File: config.mk
export PLATFORM = sky130hd
export DESIGN_NAME = dmem_arbiter
export DESIGN_NICKNAME = d
export VERILOG_FILES = /design/src/rtl/dmem_arbiter.sv
export SDC_FILE = /design/constraint.sdc
export NUM_CORES = 1
export LEC_CHECK = 0
export BUFFER_PORTS_ARGS = -buffer_cell sky130_fd_sc_hd__buf_2
export CAP_MARGIN = 20
export CORE_AREA = 2 2 158 160
export DETAILED_ROUTE_END_ITERATION = 8
export DIE_AREA = 0 0 160 162
export SETUP_SLACK_MARGIN = 0.15
export SYNTH_ARGS = -nofsm -noshare
export SYNTH_HDL_FRONTEND = slang
export SYNTH_SLANG_ARGS = --single-unit
File: constraint.sdc
create_clock -name CLK -period 2.4 [get_ports CLK]
set_input_delay 0.48 -clock CLK [delete_from_list [all_inputs] [get_ports CLK]]
set_output_delay 0.48 -clock CLK [all_outputs]
set_load 0.01 [all_outputs]
File: src/rtl/dmem_arbiter.sv
// Round-robin arbiter and sequencer that shares one data-memory port between
// the load/store unit (port 0) and the debug/DMA port (port 1).
module dmem_arbiter #(
  parameter int unsigned ADDR_W = 5,
  parameter int unsigned DATA_W = 64,
  parameter int unsigned RD_LAT = 1
) (
  input  logic              CLK,
  input  logic              RST_N,
  input  logic              REQ0,
  input  logic              WE0,
  input  logic [ADDR_W-1:0] ADDR0,
  input  logic [DATA_W-1:0] WDATA0,
  output logic              GNT0,
  output logic              ACK0,
  output logic [DATA_W-1:0] RDATA0,
  input  logic              REQ1,
  input  logic              WE1,
  input  logic [ADDR_W-1:0] ADDR1,
  input  logic [DATA_W-1:0] WDATA1,
  output logic              GNT1,
  output logic              ACK1,
  output logic [DATA_W-1:0] RDATA1,
  output logic [ADDR_W-1:0] MEM_ADDR,
  output logic              MEM_WE,
  output logic [DATA_W-1:0] MEM_D_IN,
  input  logic [DATA_W-1:0] MEM_D_OUT
);

  localparam int unsigned CNT_W = 2;

  typedef enum logic [1:0] {
    S_IDLE,
    S_ACCESS,
    S_WAIT,
    S_RESP
  } state_t;

  typedef struct packed {
    logic              we;
    logic [ADDR_W-1:0] addr;
    logic [DATA_W-1:0] wdata;
  } req_t;

  state_t            state_q, state_d;
  logic              ptr_q, ptr_d;
  logic              win_q, win_d;
  logic [CNT_W-1:0]  cnt_q, cnt_d;
  logic [1:0]        gnt_q, gnt_d;
  logic [1:0]        ack_q, ack_d;
  logic [DATA_W-1:0] rdata0_q, rdata0_d;
  logic [DATA_W-1:0] rdata1_q, rdata1_d;
  logic [ADDR_W-1:0] mem_addr_q, mem_addr_d;
  logic              mem_we_q, mem_we_d;
  logic [DATA_W-1:0] mem_din_q, mem_din_d;

  req_t              req_pl0, req_pl1, sel_pl;
  logic              sel_id;

  assign req_pl0 = {WE0, ADDR0, WDATA0};
  assign req_pl1 = {WE1, ADDR1, WDATA1};

  // Next-state and next-output logic; GNT/ACK/MEM_WE default to a single-cycle pulse.
  always_comb begin
    state_d    = state_q;
    ptr_d      = ptr_q;
    win_d      = win_q;
    cnt_d      = cnt_q;
    gnt_d      = 2'b00;
    ack_d      = 2'b00;
    rdata0_d   = rdata0_q;
    rdata1_d   = rdata1_q;
    mem_addr_d = mem_addr_q;
    mem_we_d   = 1'b0;
    mem_din_d  = mem_din_q;
    sel_id     = 1'b0;
    sel_pl     = req_pl0;

    case (state_q)
      S_IDLE: begin
        if (REQ0 || REQ1) begin
          sel_id        = (REQ0 && REQ1) ? ptr_q : REQ1;
          sel_pl        = sel_id ? req_pl1 : req_pl0;
          mem_addr_d    = sel_pl.addr;
          mem_we_d      = sel_pl.we;
          mem_din_d     = sel_pl.wdata;
          win_d         = sel_id;
          gnt_d[sel_id] = 1'b1;
          ptr_d         = ~sel_id;
          state_d       = S_ACCESS;
        end
      end

      S_ACCESS: begin
        if (mem_we_q) begin
          ack_d[win_q] = 1'b1;
          state_d      = S_RESP;
        end else if (RD_LAT == 0) begin
          if (win_q) rdata1_d = MEM_D_OUT;
          else       rdata0_d = MEM_D_OUT;
          ack_d[win_q] = 1'b1;
          state_d      = S_RESP;
        end else begin
          cnt_d   = CNT_W'(RD_LAT - 1);
          state_d = S_WAIT;
        end
      end

      // MEM_ADDR stays put while the memory pipeline drains.
      S_WAIT: begin
        if (cnt_q == '0) begin
          if (win_q) rdata1_d = MEM_D_OUT;
          else       rdata0_d = MEM_D_OUT;
          ack_d[win_q] = 1'b1;
          state_d      = S_RESP;
        end else begin
          cnt_d = cnt_q - CNT_W'(1);
        end
      end

      S_RESP: begin
        state_d = S_IDLE;
      end

      default: begin
        state_d = S_IDLE;
      end
    endcase
  end

  // State and output registers.
  always_ff @(posedge CLK) begin
    if (!RST_N) begin
      state_q    <= S_IDLE;
      ptr_q      <= 1'b0;
      win_q      <= 1'b0;
      cnt_q      <= '0;
      gnt_q      <= 2'b00;
      ack_q      <= 2'b00;
      rdata0_q   <= '0;
      rdata1_q   <= '0;
      mem_addr_q <= '0;
      mem_we_q   <= 1'b0;
      mem_din_q  <= '0;
    end else begin
      state_q    <= state_d;
      ptr_q      <= ptr_d;
      win_q      <= win_d;
      cnt_q      <= cnt_d;
      gnt_q      <= gnt_d;
      ack_q      <= ack_d;
      rdata0_q   <= rdata0_d;
      rdata1_q   <= rdata1_d;
      mem_addr_q <= mem_addr_d;
      mem_we_q   <= mem_we_d;
      mem_din_q  <= mem_din_d;
    end
  end

  assign GNT0     = gnt_q[0];
  assign GNT1     = gnt_q[1];
  assign ACK0     = ack_q[0];
  assign ACK1     = ack_q[1];
  assign RDATA0   = rdata0_q;
  assign RDATA1   = rdata1_q;
  assign MEM_ADDR = mem_addr_q;
  assign MEM_WE   = mem_we_q;
  assign MEM_D_IN = mem_din_q;

endmodule

==> results of run 1 <==
==> layer usage <==
| layer | vias up | part of all wire (%) | wire [µm] | global-route usage (%) |
|---|---|---|---|---|
| met1 | 3487 | 43 | 11400 | 24.5 |
| li1 | 3743 | - | - | - |
| met4 | 2 | 3.2 | 856 | 6.92 |
| met5 | - | 0.056 | 15 | 0 |
| met2 | 305 | 47 | 12600 | 33.6 |
| met3 | 60 | 6.8 | 1810 | 4.49 |
==> registers in the layout, indices dropped and copies added (netlist names) <==
signal	cells
MEM_ADDR	5
cnt_q	2
MEM_WE	1
RDATA1	64
win_q	1
ack_q	2
MEM_D_IN	64
gnt_q	2
ptr_q	1
state_q	2
RDATA0	64
==> cell families (layout without fill, tap and decap cells) <==
group,count (synthesis),after routing,share of synthesized area (%)
AND/OR/NAND/NOR,352,352,19.4
buffers and inverters,79,479,5.19
AO/OA/AOI/OAI,209,209,21.9
other,0,3,0
adder cells (fa/ha/maj),6,6,0.944
flip-flops,208,208,52.4
multiplexers,1,1,0.126
==> critical path, stage by stage, from the launching register on <==
cell      delay (ns)
dfxtp_1         0.39
inv_1           0.10
ha_1            0.28
nand3b_1        0.52
buf_4           0.27
nand2_1         0.06
a21boi_0        0.18
==> metrics by stage <==
stage | setup WS, ns | power (mW) | hold slack (ns) | cell area (µm²)
floorplan | 0.628 | 6.03 | 0.424 | 7950
detailed placement | 0.462 | 7.40 | 0.453 | 10400
finish | 0.506 | 10.8 | 0.190 | 11100
CTS | 0.443 | 10.9 | 0.168 | 11100
global route | 0.313 | 11.4 | 0.170 | 11100
global placement | 0.514 | 7.38 | 0.437 | 10400
==> worst max-delay path by stage <==
stage	endpoint	depth (start not counted)
global placement	RDATA1[20]	4
CTS	RDATA0[60]	6
finish	RDATA0[60]	6
detailed placement	RDATA0[60]	6
global route	RDATA0[60]	6
floorplan	MEM_ADDR[4]	8
==> where the power goes <==
part / switching, mW / leakage, nW / total [mW] / internal, mW
clock network: 1.37 / 0.364 / 3.49 / 2.12
registers: 0.297 / 1.69 / 4.33 / 4.03
logic: 1.67 / 3.27 / 3.00 / 1.32
total: 3.34 / 5.33 / 10.8 / 7.47
==> layout make-up <==
class / instances / area [µm²] / area share, %
clock inverter: 2 / 35.0 / 0.315
inverter: 4 / 15.0 / 0.135
sequential: 208 / 4160 / 37.4
multi-input combinational: 568 / 3390 / 30.4
antenna: 3 / 7.51 / 0.0675
tap: 324 / 405 / 3.64
clock buffer: 37 / 711 / 6.39
timing repair buffer: 436 / 2400 / 21.6
==> Yosys cell counts, types with 2 or more instances <==
cell | count | share of area, %
nand2_1 | 264 | 12
dfxtp_1 | 208 | 52
a21boi_0 | 128 | 12
and3_1 | 70 | 5.5
a221o_1 | 69 | 8.7
clkbuf_1 | 33 | 1.6
buf_2 | 27 | 1.7
buf_6 | 11 | 1.6
ha_1 | 6 | 0.94
nand3_1 | 6 | 0.38
buf_1 | 4 | 0.19
inv_1 | 4 | 0.19
a21oi_1 | 2 | 0.13
nand3b_1 | 2 | 0.19
nor2_1 | 2 | 0.094
nor2b_1 | 2 | 0.16
o22ai_1 | 2 | 0.16
==> flow_summary.ini, run 1 <==
[min_path]
hold_end = MEM_D_IN[42]
hold_path_class = input port to register
holdPathStages = 2
worst_hold_startpoint = WDATA1[42]

[sta]
period_needed_ns = 1.89
finalHoldViolCount = 0
fin_skew_ns = 0.0157
fin_setup_tns_ns = 0
rsz0062_at_grt = false
clock.fmax_mhz = 528
finalMaxSlewViolations = 0
setup_violations = 0
max_slew_margin_pct = 57.2
worstMarginPinSlew_ns = 0.641
min_period_over_period_pct = 78.9

[clock_network]
ctsLongestPathBuffers = 3
cts_resized = 0
cts-root-buf = clkbuf_16
hold_buffers = 0
cts_buffers = 24
insertion_delay_ns = 0.51
cts.clk_slew.worst_paths_ns = 0.06
cts_sinks = 208
h-tree-depth = 1
cts_tree = yes
cts_setup_buffers = 0

[floorplanning]
ios = 410
fp.dieArea_um2 = 25900
core_area_um2 = 24100
core.rowCount = 57
dieHeight_um = 162
die_w_um = 160
initial_core_util_pct = 33.0

[yosys]
synth-edff-count = 0
synth_area_um2 = 7950
syn_area_per_cell_um2 = 9.30
synth-async-reset-ratio_pct = 0
yosysSeqAreaShare_pct = 52.4
ys_ff_latch = 208
syn_nets = 1069
ys_warn_count = 0
yosysUniqueCellTypes = 32
syn-instance-count = 855
synth-main-ff-cell = dfxtp_1

[routing]
firstDrtPassIters = 4
drt_iter0_drc = 558
wire_per_inst_um = 16.9
drc = 0
ant_nets = 0
drt-vias-per-instance = 4.80
vias = 7597
routed_wirelength_um = 26700

[worst_setup_path]
critPathRequiredTime_ns = 2.82
r2r_end = RDATA0[60]
crit_type = register to register
worst_setup_path_start_kind = register
crit_start = state_q[0]
rr_startpoint = state_q[0]
crit_arrival_ns = 2.31
critPathMaxFanout = 10
critPathCaptureType = register
r2r_cells = 6
r2r_slack_ns = 0.51

[power_and_ir_drop]
vdd_drop_max_mv = 0.553
p_leak_nw = 5.33
p_per_area_nw_per_um2 = 972

[finish]
layout_common_cells = buf_2 (408), nand2_1 (264), dfxtp_1 (208)
synthToLayoutAreaGrowth_pct = 40.0
layout_commonest_cell = buf_2
final_util_pct = 46.2
layout.nets = 1456
fillers = 2447
layoutNonFillerInstCount = 1582
final_layout_size_suffix_gt1_share_pct = 37.8

[job]
max-cap-violations = 0

[global_route]
grt_pass1_wl_um = 41100
grt_max_degree = 109
track_usage_pct = 19.7
grt_pass1_vias = 7487
antenna_found_initial = 3
grt_remaining_overflow = 0

[run_status]
status = finished clean

[placed_design]
io_buffers = 409
hpwl_um = 18900
placedCellCount = 1540
place.gp.congestion = 0.824
No activity file was read; power rests on OpenSTA's default activity.
==> run 2: changes to the inputs <==
ABC_AREA = 1   (was default)
CORE_AREA = 2 2 160 162   (was 2 2 158 160)
DIE_AREA = 0 0 162 164   (was 0 0 160 162)
clock period = 1.9 ns   (was 2.4 ns; I/O delays follow)
==> run 2 against run 1 <==
- die area up 2.5%
- final area up 5.5%
- worst hold slack got worse by 0.14 ns
- first-iteration DRC count rose by 11%
- wire length is 19% higher
- global-route usage is 2.2 points higher
- cell count grew 21%
- combinational power up 97%
- power rose by 50%
- critical endpoint is now MEM_D_IN[56]
- largest cell class unchanged
==> flow_summary.ini, run 2 <==
[global_route]
antenna_found_initial = 3
grt_pass1_vias = 8617
grt_remaining_overflow = 0
track_usage_pct = 21.9
grt_max_degree = 115
grt_pass1_wl_um = 46800

[yosys]
ys_warn_count = 0
syn_nets = 1402
syn_area_per_cell_um2 = 7.08
syn-instance-count = 1188
synth_area_leader_cell = dfxtp_1
netlist.area_leader.share_pct = 49.5
synth_area_leaders = dfxtp_1 (50%), nand2_1 (14%), nor2_1 (9.1%)
yosysUniqueCellTypes = 20
ys_ff_latch = 208
synthTopCellsByCount = nand2_1 (306), dfxtp_1 (208), nor2_1 (203)
synthMostInstantiatedCell = nand2_1
synth-edff-count = 0
synth_area_um2 = 8410
synth-async-reset-ratio_pct = 0
synth-main-ff-cell = dfxtp_1
yosysSeqAreaShare_pct = 49.5

[worst_setup_path]
worst_setup_path_start_kind = register
r2r_slack_ns = 0.25
crit_type = register to register
critPathMaxFanout = 19
critPathCaptureType = register
critPathRequiredTime_ns = 2.35
crit_arrival_ns = 2.10

[placed_design]
placedCellCount = 1860
io_buffers = 409
hpwl_um = 20600
preCtsSetupSlack_ns = 0.109
place.gp.congestion = 0.841
dpl_cell_area_um2 = 10800

[sta]
finalMaxSlewViolations = 0
worstMarginPinSlew_ns = 0.571
max_slew_margin_pct = 62.0
min_period_over_period_pct = 86.7
fin_ws_ns = 0.253
clock.fmax_mhz = 607
hold_ws_ns = 0.0549
rsz0062_at_grt = true
finalHoldViolCount = 0
fin_setup_tns_ns = 0
fin_skew_ns = 0.00999
setup_violations = 0
period_needed_ns = 1.65

[floorplanning]
ios = 410
initial_core_util_pct = 33.9
core.rowCount = 58
die_w_um = 162
core_area_um2 = 24800
dieHeight_um = 164
fp.dieArea_um2 = 26600

[clock_network]
ctsLongestPathBuffers = 3
h-tree-depth = 1
cts-root-buf = clkbuf_16
cts_tree = yes
cts_buffers = 24
cts.clk_slew.worst_paths_ns = 0.06
insertion_delay_ns = 0.51
cts_sinks = 208

[power_and_ir_drop]
vdd_drop_max_mv = 0.703
p_per_area_nw_per_um2 = 1380
power_mw = 16.2
p_leak_nw = 6.14

[routing]
routed_wirelength_um = 31700
ant_nets = 0
dr_wl_met2_um = 15100
drt_iter0_drc = 621
wire_per_inst_um = 16.6
route.met3.wl_um = 2850
drt-vias-per-instance = 4.84
routed.top_layer = met5
met1_length_um = 13000
vias = 9239
drc = 0
firstDrtPassIters = 5

[run_status]
status = finished clean

[job]
max-cap-violations = 0

[finish]
layout.nets = 1776
layout_common_cells = buf_2 (408), nand2_1 (305), dfxtp_1 (207)
synthToLayoutAreaGrowth_pct = 39.6
layout_commonest_cell = buf_2
layoutNonFillerInstCount = 1910
design_area_um2 = 11700
final_layout_size_suffix_gt1_share_pct = 31.2
final_util_pct = 47.3

[min_path]
hold_path_class = input port to register
-- run 2: cell count changes after synthesis, sizes merged, moves of 52 or more --
| cell | delta |
|---|---|
| a21boi | -127 |
| o21ai | +67 |
| a221o | -69 |
| nor2 | +201 |
| and3 | -71 |
| nand3 | +126 |
| a21oi | +66 |
| inv | +52 |
-- run 2: final timing paths --
path / start / to / cells past startpoint
worst min register to register: RDATA1[57] / RDATA1[57] / 2
worst min-delay path: WDATA0[0] / MEM_D_IN[0] / 3
worst max register to register: state_q[1] / MEM_D_IN[56] / 9
worst max-delay path: state_q[1] / MEM_D_IN[56] / 9
-- run 2: layout make-up --
| type | instances | area, µm² |
|---|---|---|
| timing repair buffer | 441 | 2490 |
| tap | 330 | 413 |
| multi-input combinational | 831 | 3690 |
| clock inverter | 5 | 50.0 |
| clock buffer | 37 | 721 |
| antenna | 2 | 5.00 |
| inverter | 56 | 216 |
| fill | 2602 | 13100 |
| sequential | 208 | 4170 |
-- run 2: timing repair --
item                       in CTS  in global routing
pin swaps                       0                  2
setup endpoints to repair      28                139
gates cloned                    0                  3
buffers inserted                0                  3
hold buffers                    0                  0
resized for setup               2                 12
-- run 2: per-layer routing --
metal | global-route usage (%) | vias to the layer above
li1 | - | 4569
met4 | 6.80 | 2
met5 | 0 | -
met2 | 37.0 | 387
met1 | 27.2 | 4229
met3 | 5.96 | 52
-- run 2: worst max-delay path: stages (launching register included) --
cell and delay, ns:
dfxtp_1 0.34, inv_1 0.12, ha_4 0.20, inv_1 0.09, nor3_1 0.23, nand2_1 0.16, clkinv_4 0.15, buf_12 0.16
nand2_1 0.06, nand2_1 0.07
-- run 2: logic make-up (layout without fill, tap and decap cells) --
group                      count (synthesis)  count (layout)  synth area share (%)
AOI/OAI and AO/OA                        139             139                  8.41
adders and majority gates                  6               6                 0.893
buffers and inverters                    149             539                  7.27
DFF                                      208             208                  49.5
other                                      0               2                     0
and+or+nand+nor                          686             686                  33.9
-- run 2: report_power, final --
part           total [mW]  switching, mW  internal [mW]  leakage [nW]
logic                5.91           3.75           2.16          4.06
registers            5.76          0.454           5.31          1.70
clock network        4.55           1.82           2.73         0.382
